===== src/rtl/lsu_sequencer_if.sv =====
// lsu_sequencer_if
//   Bundles the signals between the memory-stage request side, the load/store
//   sequencer and the single data-memory port.
//   Request side : req_valid, req_rd, req_wr, req_lsbwh[2:0], req_addr[31:0],
//                  req_wdata[31:0]  -> sequencer
//                  stall, resp_valid, resp_rdata[31:0], resp_err <- sequencer
//   Memory side  : mem_req, mem_we, mem_be[3:0], mem_addr[31:0],
//                  mem_wdata[31:0]  <- sequencer
//                  mem_ack, mem_rdata[31:0] -> sequencer
//   modport slave  : the sequencer's view.
//   modport master : the environment (core pipeline plus memory) view.
interface lsu_sequencer_if;
   logic        req_valid;
   logic        req_rd;
   logic        req_wr;
   logic [2:0]  req_lsbwh;
   logic [31:0] req_addr;
   logic [31:0] req_wdata;
   logic        stall;
   logic        resp_valid;
   logic [31:0] resp_rdata;
   logic        resp_err;
   logic        mem_req;
   logic        mem_we;
   logic [3:0]  mem_be;
   logic [31:0] mem_addr;
   logic [31:0] mem_wdata;
   logic        mem_ack;
   logic [31:0] mem_rdata;

   modport slave (
      input  req_valid, req_rd, req_wr, req_lsbwh, req_addr, req_wdata,
      input  mem_ack, mem_rdata,
      output stall, resp_valid, resp_rdata, resp_err,
      output mem_req, mem_we, mem_be, mem_addr, mem_wdata
   );

   modport master (
      output req_valid, req_rd, req_wr, req_lsbwh, req_addr, req_wdata,
      output mem_ack, mem_rdata,
      input  stall, resp_valid, resp_rdata, resp_err,
      input  mem_req, mem_we, mem_be, mem_addr, mem_wdata
   );
endinterface


===== src/rtl/lsu_sequencer.sv =====
// lsu_sequencer
//   Multi-cycle load/store sequencer between the core memory stage and a
//   single wait-stated data-memory port. Accepts one access, drives byte
//   enables and lane-shifted store data, waits for mem_ack (bounded by
//   TIMEOUT cycles) and returns sign/zero-extended load data.
//   Parameters : TIMEOUT (1..255) bus-wait cycles before an abort.
//   Ports      : clk   - rising-edge clock
//                rst_n - asynchronous active-low reset
//                bus   - lsu_sequencer_if.slave (request, response, memory)
//   Macro      : LSU_MISALIGN_TRAP_EN - when defined, misaligned half/word
//                accesses are rejected with resp_err; otherwise the low
//                address bits are forced to natural alignment.
module lsu_sequencer #(
   parameter int unsigned TIMEOUT = 15
) (
   input  logic              clk,
   input  logic              rst_n,
   lsu_sequencer_if.slave    bus
);
   typedef enum logic [1:0] {S_IDLE, S_BUS, S_RESP} state_t;
   typedef enum logic [1:0] {SZ_W, SZ_H, SZ_B}      size_t;

   localparam logic [7:0] TO8 = 8'(TIMEOUT);

   state_t      r_state;
   size_t       r_size;
   logic        r_sext;
   logic [1:0]  r_a;
   logic [7:0]  r_cnt;
   logic        r_mem_req, r_mem_we;
   logic [3:0]  r_mem_be;
   logic [31:0] r_mem_addr, r_mem_wdata;
   logic        r_resp_valid, r_resp_err;
   logic [31:0] r_resp_rdata;

   size_t       w_size;
   logic        w_sext, w_code_ok, w_ok;
   logic [1:0]  w_a;
   logic [3:0]  w_be;
   logic [31:0] w_wdata, w_shifted, w_ldata;

   // Request decode: size, sign, effective lane offset, enables and store data.
   always_comb begin
      w_size    = SZ_W;
      w_sext    = 1'b0;
      w_code_ok = 1'b0;
      if (bus.req_rd) begin
         case (bus.req_lsbwh)
            3'd0:    begin w_size = SZ_W; w_code_ok = 1'b1; end
            3'd1:    begin w_size = SZ_H; w_sext = 1'b1; w_code_ok = 1'b1; end
            3'd2:    begin w_size = SZ_H; w_code_ok = 1'b1; end
            3'd3:    begin w_size = SZ_B; w_code_ok = 1'b1; end
            3'd4:    begin w_size = SZ_B; w_sext = 1'b1; w_code_ok = 1'b1; end
            default: w_code_ok = 1'b0;
         endcase
      end else begin
         case (bus.req_lsbwh)
            3'd0:    begin w_size = SZ_W; w_code_ok = 1'b1; end
            3'd1:    begin w_size = SZ_H; w_code_ok = 1'b1; end
            3'd2:    begin w_size = SZ_B; w_code_ok = 1'b1; end
            default: w_code_ok = 1'b0;
         endcase
      end

      case (w_size)
         SZ_H:    w_a = {bus.req_addr[1], 1'b0};
         SZ_B:    w_a = bus.req_addr[1:0];
         default: w_a = 2'b00;
      endcase

      w_ok = (bus.req_rd ^ bus.req_wr) & w_code_ok;
`ifdef LSU_MISALIGN_TRAP_EN
      if ((w_size == SZ_H && bus.req_addr[0]) ||
          (w_size == SZ_W && bus.req_addr[1:0] != 2'b00))
         w_ok = 1'b0;
`endif

      case (w_size)
         SZ_H:    w_be = 4'b0011 << w_a;
         SZ_B:    w_be = 4'b0001 << w_a;
         default: w_be = 4'b1111;
      endcase

      w_wdata = '0;
      if (bus.req_wr) begin
         case (w_size)
            SZ_H:    w_wdata = {16'h0, bus.req_wdata[15:0]} << {w_a, 3'b000};
            SZ_B:    w_wdata = {24'h0, bus.req_wdata[7:0]}  << {w_a, 3'b000};
            default: w_wdata = bus.req_wdata;
         endcase
      end
   end

   // Load extraction from the word returned with mem_ack.
   always_comb begin
      w_shifted = bus.mem_rdata >> {r_a, 3'b000};
      case (r_size)
         SZ_H:    w_ldata = {{16{r_sext & w_shifted[15]}}, w_shifted[15:0]};
         SZ_B:    w_ldata = {{24{r_sext & w_shifted[7]}},  w_shifted[7:0]};
         default: w_ldata = w_shifted;
      endcase
   end

   always_ff @(posedge clk or negedge rst_n) begin
      if (!rst_n) begin
         r_state      <= S_IDLE;
         r_size       <= SZ_W;
         r_sext       <= 1'b0;
         r_a          <= 2'b00;
         r_cnt        <= '0;
         r_mem_req    <= 1'b0;
         r_mem_we     <= 1'b0;
         r_mem_be     <= '0;
         r_mem_addr   <= '0;
         r_mem_wdata  <= '0;
         r_resp_valid <= 1'b0;
         r_resp_err   <= 1'b0;
         r_resp_rdata <= '0;
      end else begin
         case (r_state)
            S_IDLE: begin
               r_resp_valid <= 1'b0;
               r_resp_err   <= 1'b0;
               r_resp_rdata <= '0;
               if (bus.req_valid) begin
                  if (w_ok) begin
                     r_state     <= S_BUS;
                     r_mem_req   <= 1'b1;
                     r_mem_we    <= bus.req_wr;
                     r_mem_be    <= w_be;
                     r_mem_addr  <= {bus.req_addr[31:2], 2'b00};
                     r_mem_wdata <= w_wdata;
                     r_a         <= w_a;
                     r_size      <= w_size;
                     r_sext      <= w_sext;
                     r_cnt       <= '0;
                  end else begin
                     r_state      <= S_RESP;
                     r_resp_valid <= 1'b1;
                     r_resp_err   <= 1'b1;
                  end
               end
            end
            S_BUS: begin
               // Ack has priority, so an ack in the final wait cycle succeeds.
               if (bus.mem_ack || (r_cnt + 8'd1 == TO8)) begin
                  r_state      <= S_RESP;
                  r_mem_req    <= 1'b0;
                  r_mem_we     <= 1'b0;
                  r_mem_be     <= '0;
                  r_mem_addr   <= '0;
                  r_mem_wdata  <= '0;
                  r_resp_valid <= 1'b1;
                  r_resp_err   <= ~bus.mem_ack;
                  r_resp_rdata <= (bus.mem_ack && !r_mem_we) ? w_ldata : '0;
               end else begin
                  r_cnt <= r_cnt + 8'd1;
               end
            end
            S_RESP: begin
               r_state      <= S_IDLE;
               r_resp_valid <= 1'b0;
               r_resp_err   <= 1'b0;
               r_resp_rdata <= '0;
            end
            default: r_state <= S_IDLE;
         endcase
      end
   end

   // Combinational so the front-end registers hold in the accept cycle;
   // gated by rst_n so it also drops at once when reset is asserted.
   assign bus.stall      = rst_n & (((r_state == S_IDLE) & bus.req_valid) |
                                    (r_state == S_BUS));
   assign bus.resp_valid = r_resp_valid;
   assign bus.resp_err   = r_resp_err;
   assign bus.resp_rdata = r_resp_rdata;
   assign bus.mem_req    = r_mem_req;
   assign bus.mem_we     = r_mem_we;
   assign bus.mem_be     = r_mem_be;
   assign bus.mem_addr   = r_mem_addr;
   assign bus.mem_wdata  = r_mem_wdata;
endmodule


===== src/flat_wrapper.sv =====
// flat-port wrapper written by rule: the top's interface ports become plain ports
module lsu_sequencer_flat 
#(
   parameter int unsigned TIMEOUT = 15
)
  (clk, rst_n, bus_req_valid, bus_req_rd, bus_req_wr, bus_req_lsbwh, bus_req_addr, bus_req_wdata, bus_mem_ack, bus_mem_rdata, bus_stall, bus_resp_valid, bus_resp_rdata, bus_resp_err, bus_mem_req, bus_mem_we, bus_mem_be, bus_mem_addr, bus_mem_wdata);
  lsu_sequencer_if bus_i ();
  input  logic clk;
  input  logic rst_n;
  input wire logic [$bits(bus_i.req_valid)-1:0] bus_req_valid;
  input wire logic [$bits(bus_i.req_rd)-1:0] bus_req_rd;
  input wire logic [$bits(bus_i.req_wr)-1:0] bus_req_wr;
  input wire logic [$bits(bus_i.req_lsbwh)-1:0] bus_req_lsbwh;
  input wire logic [$bits(bus_i.req_addr)-1:0] bus_req_addr;
  input wire logic [$bits(bus_i.req_wdata)-1:0] bus_req_wdata;
  input wire logic [$bits(bus_i.mem_ack)-1:0] bus_mem_ack;
  input wire logic [$bits(bus_i.mem_rdata)-1:0] bus_mem_rdata;
  output wire logic [$bits(bus_i.stall)-1:0] bus_stall;
  output wire logic [$bits(bus_i.resp_valid)-1:0] bus_resp_valid;
  output wire logic [$bits(bus_i.resp_rdata)-1:0] bus_resp_rdata;
  output wire logic [$bits(bus_i.resp_err)-1:0] bus_resp_err;
  output wire logic [$bits(bus_i.mem_req)-1:0] bus_mem_req;
  output wire logic [$bits(bus_i.mem_we)-1:0] bus_mem_we;
  output wire logic [$bits(bus_i.mem_be)-1:0] bus_mem_be;
  output wire logic [$bits(bus_i.mem_addr)-1:0] bus_mem_addr;
  output wire logic [$bits(bus_i.mem_wdata)-1:0] bus_mem_wdata;
  assign bus_i.req_valid = bus_req_valid;
  assign bus_i.req_rd = bus_req_rd;
  assign bus_i.req_wr = bus_req_wr;
  assign bus_i.req_lsbwh = bus_req_lsbwh;
  assign bus_i.req_addr = bus_req_addr;
  assign bus_i.req_wdata = bus_req_wdata;
  assign bus_i.mem_ack = bus_mem_ack;
  assign bus_i.mem_rdata = bus_mem_rdata;
  assign bus_stall = bus_i.stall;
  assign bus_resp_valid = bus_i.resp_valid;
  assign bus_resp_rdata = bus_i.resp_rdata;
  assign bus_resp_err = bus_i.resp_err;
  assign bus_mem_req = bus_i.mem_req;
  assign bus_mem_we = bus_i.mem_we;
  assign bus_mem_be = bus_i.mem_be;
  assign bus_mem_addr = bus_i.mem_addr;
  assign bus_mem_wdata = bus_i.mem_wdata;
  lsu_sequencer #(.TIMEOUT(TIMEOUT)) u_core (.clk(clk), .rst_n(rst_n), .bus(bus_i));
endmodule

===== config.mk =====
export PLATFORM = sky130hd
export DESIGN_NAME = lsu_sequencer_flat
export DESIGN_NICKNAME = d
export VERILOG_FILES = /design/src/rtl/lsu_sequencer_if.sv /design/src/rtl/lsu_sequencer.sv /design/src/flat_wrapper.sv
export SDC_FILE = /design/constraint.sdc
export NUM_CORES = 1
export LEC_CHECK = 0
export ABC_AREA = 1
export CAP_MARGIN = 40
export CORE_UTILIZATION = 45
export CTS_CLUSTER_DIAMETER = 100
export DETAILED_ROUTE_END_ITERATION = 8
export GPL_ROUTABILITY_DRIVEN = 0
export GPL_TIMING_DRIVEN = 0
export PLACE_DENSITY = 0.78
export REMOVE_ABC_BUFFERS = 1
export SLEW_MARGIN = 5
export SYNTH_ARGS = -nofsm -noshare
export SYNTH_HDL_FRONTEND = slang
export SYNTH_SLANG_ARGS = --single-unit

===== constraint.sdc =====
create_clock -name clk -period 2.5 [get_ports clk]
set_input_delay 0.375 -clock clk [delete_from_list [all_inputs] [get_ports clk]]
set_output_delay 0.375 -clock clk [all_outputs]
set_load 0.05 [all_outputs]

==> out/qor.csv <==
stage,metric,value,unit
outcome,status,"finished, final reports clean",
timing,Slew headroom,0.499,
clocking,H-tree Lvls,4,
timing,RSZ-0062 raised after global routing,true,
clocking,clock buffer depth,2,
floorplanning,row cnt,43,
route,WL per Instance,15.6,um
clocking,Clock transition at path regs,60,ps
logic_synthesis,"Async S/R FF share, synth",1.00,
placed_design,Area after DPL,0.00868,mm2
timing,Period minus WS final,2390,ps
floorplanning,die area,0.0148,mm2
critical_path,Setup crit end kind,flip-flop,
logic_synthesis,Post-synth EDFFs,0,
critical_path,reg2reg start,u_core.r_state[0],
grt,initial antenna violation count,0,
final_layout,share of cells above drive strength 1,0.0793,
timing,final setup violation count,0,
floorplanning,Starting Density,0.463,
floorplanning,core box area,0.0139,mm2
route,DRC Markers,0,
logic_synthesis,yosys warns,0,
grt,vias in the first global route,6251,
grt,Overflow after GRT,0,
critical_path,"Critical Path, Cell by Cell",clkdlybuf4s50_1 -> o21ai_2 -> and2_1 -> nand2_1 -> o21ai_4 -> inv_1 -> ha_1 -> o21ai_4 -> buf_6 -> nor2_4 -> o21ai_4 -> nand2_4 -> nor2_1 -> nand3_1 -> nand2_1,
timing,setup TNS,0,ps
clocking,CTS Sinks,117,
floorplanning,chip width,122,um
critical_path,Slowest cell on crit path,clkdlybuf4s50_1,
logic_synthesis,Mapped Avg Cell Area,7.06,um2
route,Pre-antenna DRT Iters,5,
route,vias per std cell,5.27,
clocking,Root Driver,clkbuf_16,
clocking,TritonCTS clock tree,yes,
critical_path,Setup CP Type,in -> reg,
grt,Tot GR Track Use,0.274,
grt,first-pass GRT wire length,31.3,mm
critical_path,CP Launch Type,primary input,
final_layout,Syn-to-layout area delta,47.7,%
critical_path,Crit Path Max Fanout,12,
logic_synthesis,Yosys cell types,30,
critical_path,WP data required,2860,ps
route,vias,6868,
critical_path,max incr delay on CP,500,ps
logic_synthesis,Syn Std Cell Area,0.00645,mm2
route,WL final,20.3,mm
timing,max-slew violations,0,
logic_synthesis,"Seq/Total Area, Yosys",0.454,
logic_synthesis,Most used DFF post-synth,dfrtp_1,
timing,worst-margin pin slew,749,ps
grt,pin count of the biggest net entering global routing,71,
critical_path,Reg2Reg Depth,9,
logic_synthesis,cell count after synthesis,914,
placed_design,IO Port Bufs,207,
critical_path,CP bufs+invs,3,
critical_path,CP top delay family,simple AND/OR/NAND/NOR gates,
min_path,Tightest Hold Check Type,in -> async,
final_layout,Final nets,1224,
clocking,clock latency on the worst-skew pair,420,ps
timing,"Hold Vio Cnt, Final",0,
final_layout,"most common cell after layout, fill and taps aside",nand2_1,
final_layout,Final Cell Area,0.00953,mm2
route,drt initial violations,618,
floorplanning,die height,122,um
timing,Peak Freq,0.419,GHz
pwr,PwrDens,1190,mW/mm2
critical_path,CP arrival,2750,ps
clocking,number of buffers created by CTS,17,
route,DRT antenna net count,0,
critical_path,reg-to-reg setup timing slack,190,ps
final_layout,n_diodes,0,
timing,period utilization,0.955,
placed_design,placed wire-length estimate,13.1,mm
critical_path,crit-path most repeated cell,o21ai_4,
run,# Max-Cap Violations,0,
critical_path,Worst R2R End,u_core.bus.resp_rdata[20],
floorplanning,num ports,210,
pwr,Leak,4.65,nW
pwr,VDD IR max,0.669,mV
logic_synthesis,number of synthesized register bits,117,
final_layout,most frequent cells in the layout,"nand2_1, clkdlybuf4s50_1, nand3_1, dfrtp_1, nor2_1",
timing,Worst Skew,8.63,ps
[cell type report]
class,instances,area [um2]
clock inverters,14,125
repair inverters,2,12.5
clock buffers,18,439
fillers,1156,4400
multi-input cells,689,3230
repair buffers,227,2360
flip-flops and latches,117,2930
inverters,55,214
well taps,180,225
[flip-flops by register name, indices dropped and copies added, names as in the netlist, 2 cells and up]
signal	cells
u_core.bus.mem_addr	30
u_core.bus.mem_be	4
u_core.bus.mem_wdata	32
u_core.bus.resp_rdata	32
u_core.r_a	2
u_core.r_cnt	8
u_core.r_size	2
u_core.r_state	2
[metal layers]
layer	up-vias	share of wire	wire [um]	track usage
met5	-	0	0	0
met4	0	0.025	512	0.116
met3	36	0.089	1820	0.0824
met2	320	0.48	9750	0.437
met1	3174	0.40	8220	0.343
li1	3338	-	-	-
[power breakdown]
| part | switching, mW | internal [mW] |
|---|---|---|
| clock | 0.951 | 1.40 |
| sequential | 0.417 | 2.55 |
| combinational | 4.07 | 1.92 |
| total | 5.44 | 5.87 |
[stage by stage]
stage	power (mW)	utilization	cells	hold slack, ps	setup slack (ps)
5_1_grt	11.9	0.684	1302	480	-70.0
4_1_cts	11.3	0.674	1294	471	3.16
3_5_place_dp	8.85	0.623	1255	349	-1450
3_3_place_gp	8.61	0.609	1246	452	-3930
2_1_floorplan	6.61	-	859	79.4	-779
6_report	11.3	0.684	1302	460	113
[cells by family after synthesis]
family / count (synthesis) / synth area share
flops: 117 / 0.454
buf+inv: 111 / 0.0741
compound gates: 106 / 0.0880
xor+xnor: 2 / 0.00272
simple gates: 567 / 0.361
fa+ha+maj: 10 / 0.0194
other cells: 1 / 0.000581
[Yosys cell counts (2+ instances only)]
library cell  instances  share of area
nor2_1               58          0.034
nand2_2               2         0.0019
buf_6                 3         0.0052
buf_4                 5         0.0058
a21oi_1              35          0.027
nand4_1               4         0.0039
buf_2                16          0.012
a31oi_1               7         0.0068
ha_1                 10          0.019
clkbuf_1             31          0.018
a22oi_1               8         0.0093
o21ai_0              52          0.040
inv_1                52          0.030
nand2_1             362           0.21
or2_2                 4         0.0039
clkinv_1              2         0.0012
dfrtp_1             117           0.45
nand3_1             133           0.10
xor2_1                2         0.0027
[worst max path at each step]
stage                      start                       end  cells after the start
3_5_place_dp    bus_req_lsbwh[1]   u_core.bus.mem_wdata[6]                     14
2_1_floorplan  u_core.r_state[1]   u_core.bus.mem_addr[10]                      7
6_report        bus_req_lsbwh[0]   u_core.bus.mem_wdata[7]                     15
5_1_grt         bus_req_lsbwh[0]   u_core.bus.mem_wdata[5]                     15
3_3_place_gp               rst_n                 bus_stall                      3
4_1_cts          u_core.r_cnt[0]  u_core.bus.mem_wdata[18]                      8
[timing repair]
action,in CTS,in global routing
pin swaps,1,3
gates cloned,4,0
gates resized for setup,31,14
setup endpoints to repair,102,70
setup buffers,2,8
hold buffers,1,0
hold endpoints to repair,47,0
Power figures use the tool's default switching activity.
==> patch (config.mk and constraints unchanged) <==
The 3 states of `state_t` get a one-hot encoding in 3 bits.
--- a/src/rtl/lsu_sequencer.sv
+++ b/src/rtl/lsu_sequencer.sv
@@ -17,7 +17,7 @@
    input  logic              rst_n,
    lsu_sequencer_if.slave    bus
 );
-   typedef enum logic [1:0] {S_IDLE, S_BUS, S_RESP} state_t;
+   typedef enum logic [2:0] {S_IDLE = 3'b001, S_BUS = 3'b010, S_RESP = 3'b100} state_t;
    typedef enum logic [1:0] {SZ_W, SZ_H, SZ_B}      size_t;
 
    localparam logic [7:0] TO8 = 8'(TIMEOUT);
Formal check against the unedited RTL: no difference found for any inputs over 4 cycles, from zero or initial values and one cycle with rst_n low; so few cycles prove little.
==> patch against the unedited design <==
Routed wire length rose by 0.54%; cell area barely moved; worst setup slack got worse by 0.037 ns; synthesized area rose by 0.83%; highest routed layer unchanged; sequential cell count rose by 1; clock power rose by 3%; largest cell class unchanged; critical path type is now flop to primary output; non-clock buffer count fell by 3; global-route usage barely moved; total power fell by 1.9%.
==> patch: results (changes against the unedited design) <==
| Parameter | Reported | Change |
|---|---|---|
| Initial detailed-routing violation count | 623 | +0.81% |
| Global-route wire length before repair | 31,700 um | +1.3% |
| Largest clock skew in the final design | 0.00994 ns | +0.00131 ns |
| Placed standard-cell area | 8660 sq um | -0.24% |
| Maximum fanout along the worst path | 4 | -8 |
| Result of the run | complete, no violations |  |
| Area taken by multi-input logic gates | 3210 sq um | -0.39% |
| Post-placement setup slack | -1.14 ns | +0.306 ns |
| Max rail drop VDD | 0.650 mV | -2.8% |
| Net switching component of the power | 5.27 mW | -3.1% |
| Final #Nets | 1,233 | +0.74% |
| Post-detailed-route wirelength per cell | 15.5 um | -0.45% |
| Vias in the first global route | 6,441 | +3.0% |
| First-pass DRT Iterations | 7 | +2 |
| Sequential-to-total area share from yosys stat | 45.4% | about the same |
| Total global routing track utilization | 27.3% | about the same |
| Cell Count Post-Placement | 1,266 | +0.88% |
| DRT Wirelength | 20,400 um | +0.54% |
| Post-Synth XOR/XNOR Area | 0% | -0.27 points |
| Power in the clock group | 2.42 mW | +3% |
| Reg2reg start | u_core.r_state[0] |  |
| Hold/Removal Path Class | input port to flop |  |
| Leading post-synthesis cells by instance count | sky130_fd_sc_hd__nand2_1, sky130_fd_sc_hd__nand3_1, sky130_fd_sc_hd__dfrtp_1, sky130_fd_sc_hd__nor2_1, sky130_fd_sc_hd__inv_1 |  |
| Share of total power in the clock network | 21.8% | +1.1 points |
| Fraction of layout instances using a drive strength above 1 | 7.93% | about the same |
| Static Leakage | 4.79 nW | +3.1% |
| Maximum number of pins on one net before global-route repair | 62 | -13% |
| DR vias | 6,948 | +1.2% |
| Top cells by area in the synthesized netlist | sky130_fd_sc_hd__dfrtp_1, sky130_fd_sc_hd__nand2_1, sky130_fd_sc_hd__nand3_1 |  |
| Slew at the pin closest to its max-slew limit | 0.749 ns | -0.000492 ns |
| HPWL after detailed placement | 12,600 um | -3.4% |
| Arrival time reported for the critical path endpoint | 2.05 ns | -0.70 ns |
| Setup fix buffers added after clock tree synthesis | 5 | +3 |
[patch: cell count changes in the layout (fill, tap and decap cells not counted), sizes merged, moves of 4 or more]
cell    unedited run  this run
a211oi             0         7
a22oi              8         1
a31oi              7         0
buf               20        16
ha                10         6
inv               55        59
nand2            364       373
nand4              4        10
nor2              59        75
o21ai             54        41
[patch: routing by layer]
metal	GRT usage (%)	share of wire (%)	routed length, um
met1	36.1	43	8830
met2	42.9	46	9400
met3	6.51	8.4	1720
met4	11.4	2.3	462
met5	0	0	0
[patch: critical path, cell delays in order (launching register included)]
cell and delay (ns):
sky130_fd_sc_hd__dfstp_2 0.53, sky130_fd_sc_hd__nand3_1 0.28, sky130_fd_sc_hd__nor2_4 0.25, sky130_fd_sc_hd__nor2_1 0.08
sky130_fd_sc_hd__nor2_1 0.09, sky130_fd_sc_hd__clkdlybuf4s15_2 0.40
[patch: path summary, 6_finish.rpt]
| check | end | slack (ns) | depth (start not counted) |
|---|---|---|---|
| worst max register to register | u_core.bus.resp_rdata[31] | 0.20 | 8 |
| max in group asynchronous | u_core.bus.mem_wdata[3] | 1.33 | 3 |
| worst max-delay path | bus_stall | 0.08 | 5 |
| min in group asynchronous | u_core.bus.resp_rdata[9] | 0.50 | 2 |
| worst min register to register | u_core.bus.resp_rdata[2] | 0.47 | 2 |
| worst min-delay path | u_core.r_sext | 0.44 | 3 |
[patch: cell type report]
| cell class | instances | area share (%) |
|---|---|---|
| tap | 180 | 2.36 |
| timing repair buffer | 224 | 24.1 |
| inverter | 61 | 2.58 |
| clock buffer | 18 | 4.51 |
| sequential | 118 | 31.0 |
| multi-input combinational | 699 | 33.7 |
| timing repair inverter | 1 | 0.0526 |
| clock inverter | 14 | 1.59 |
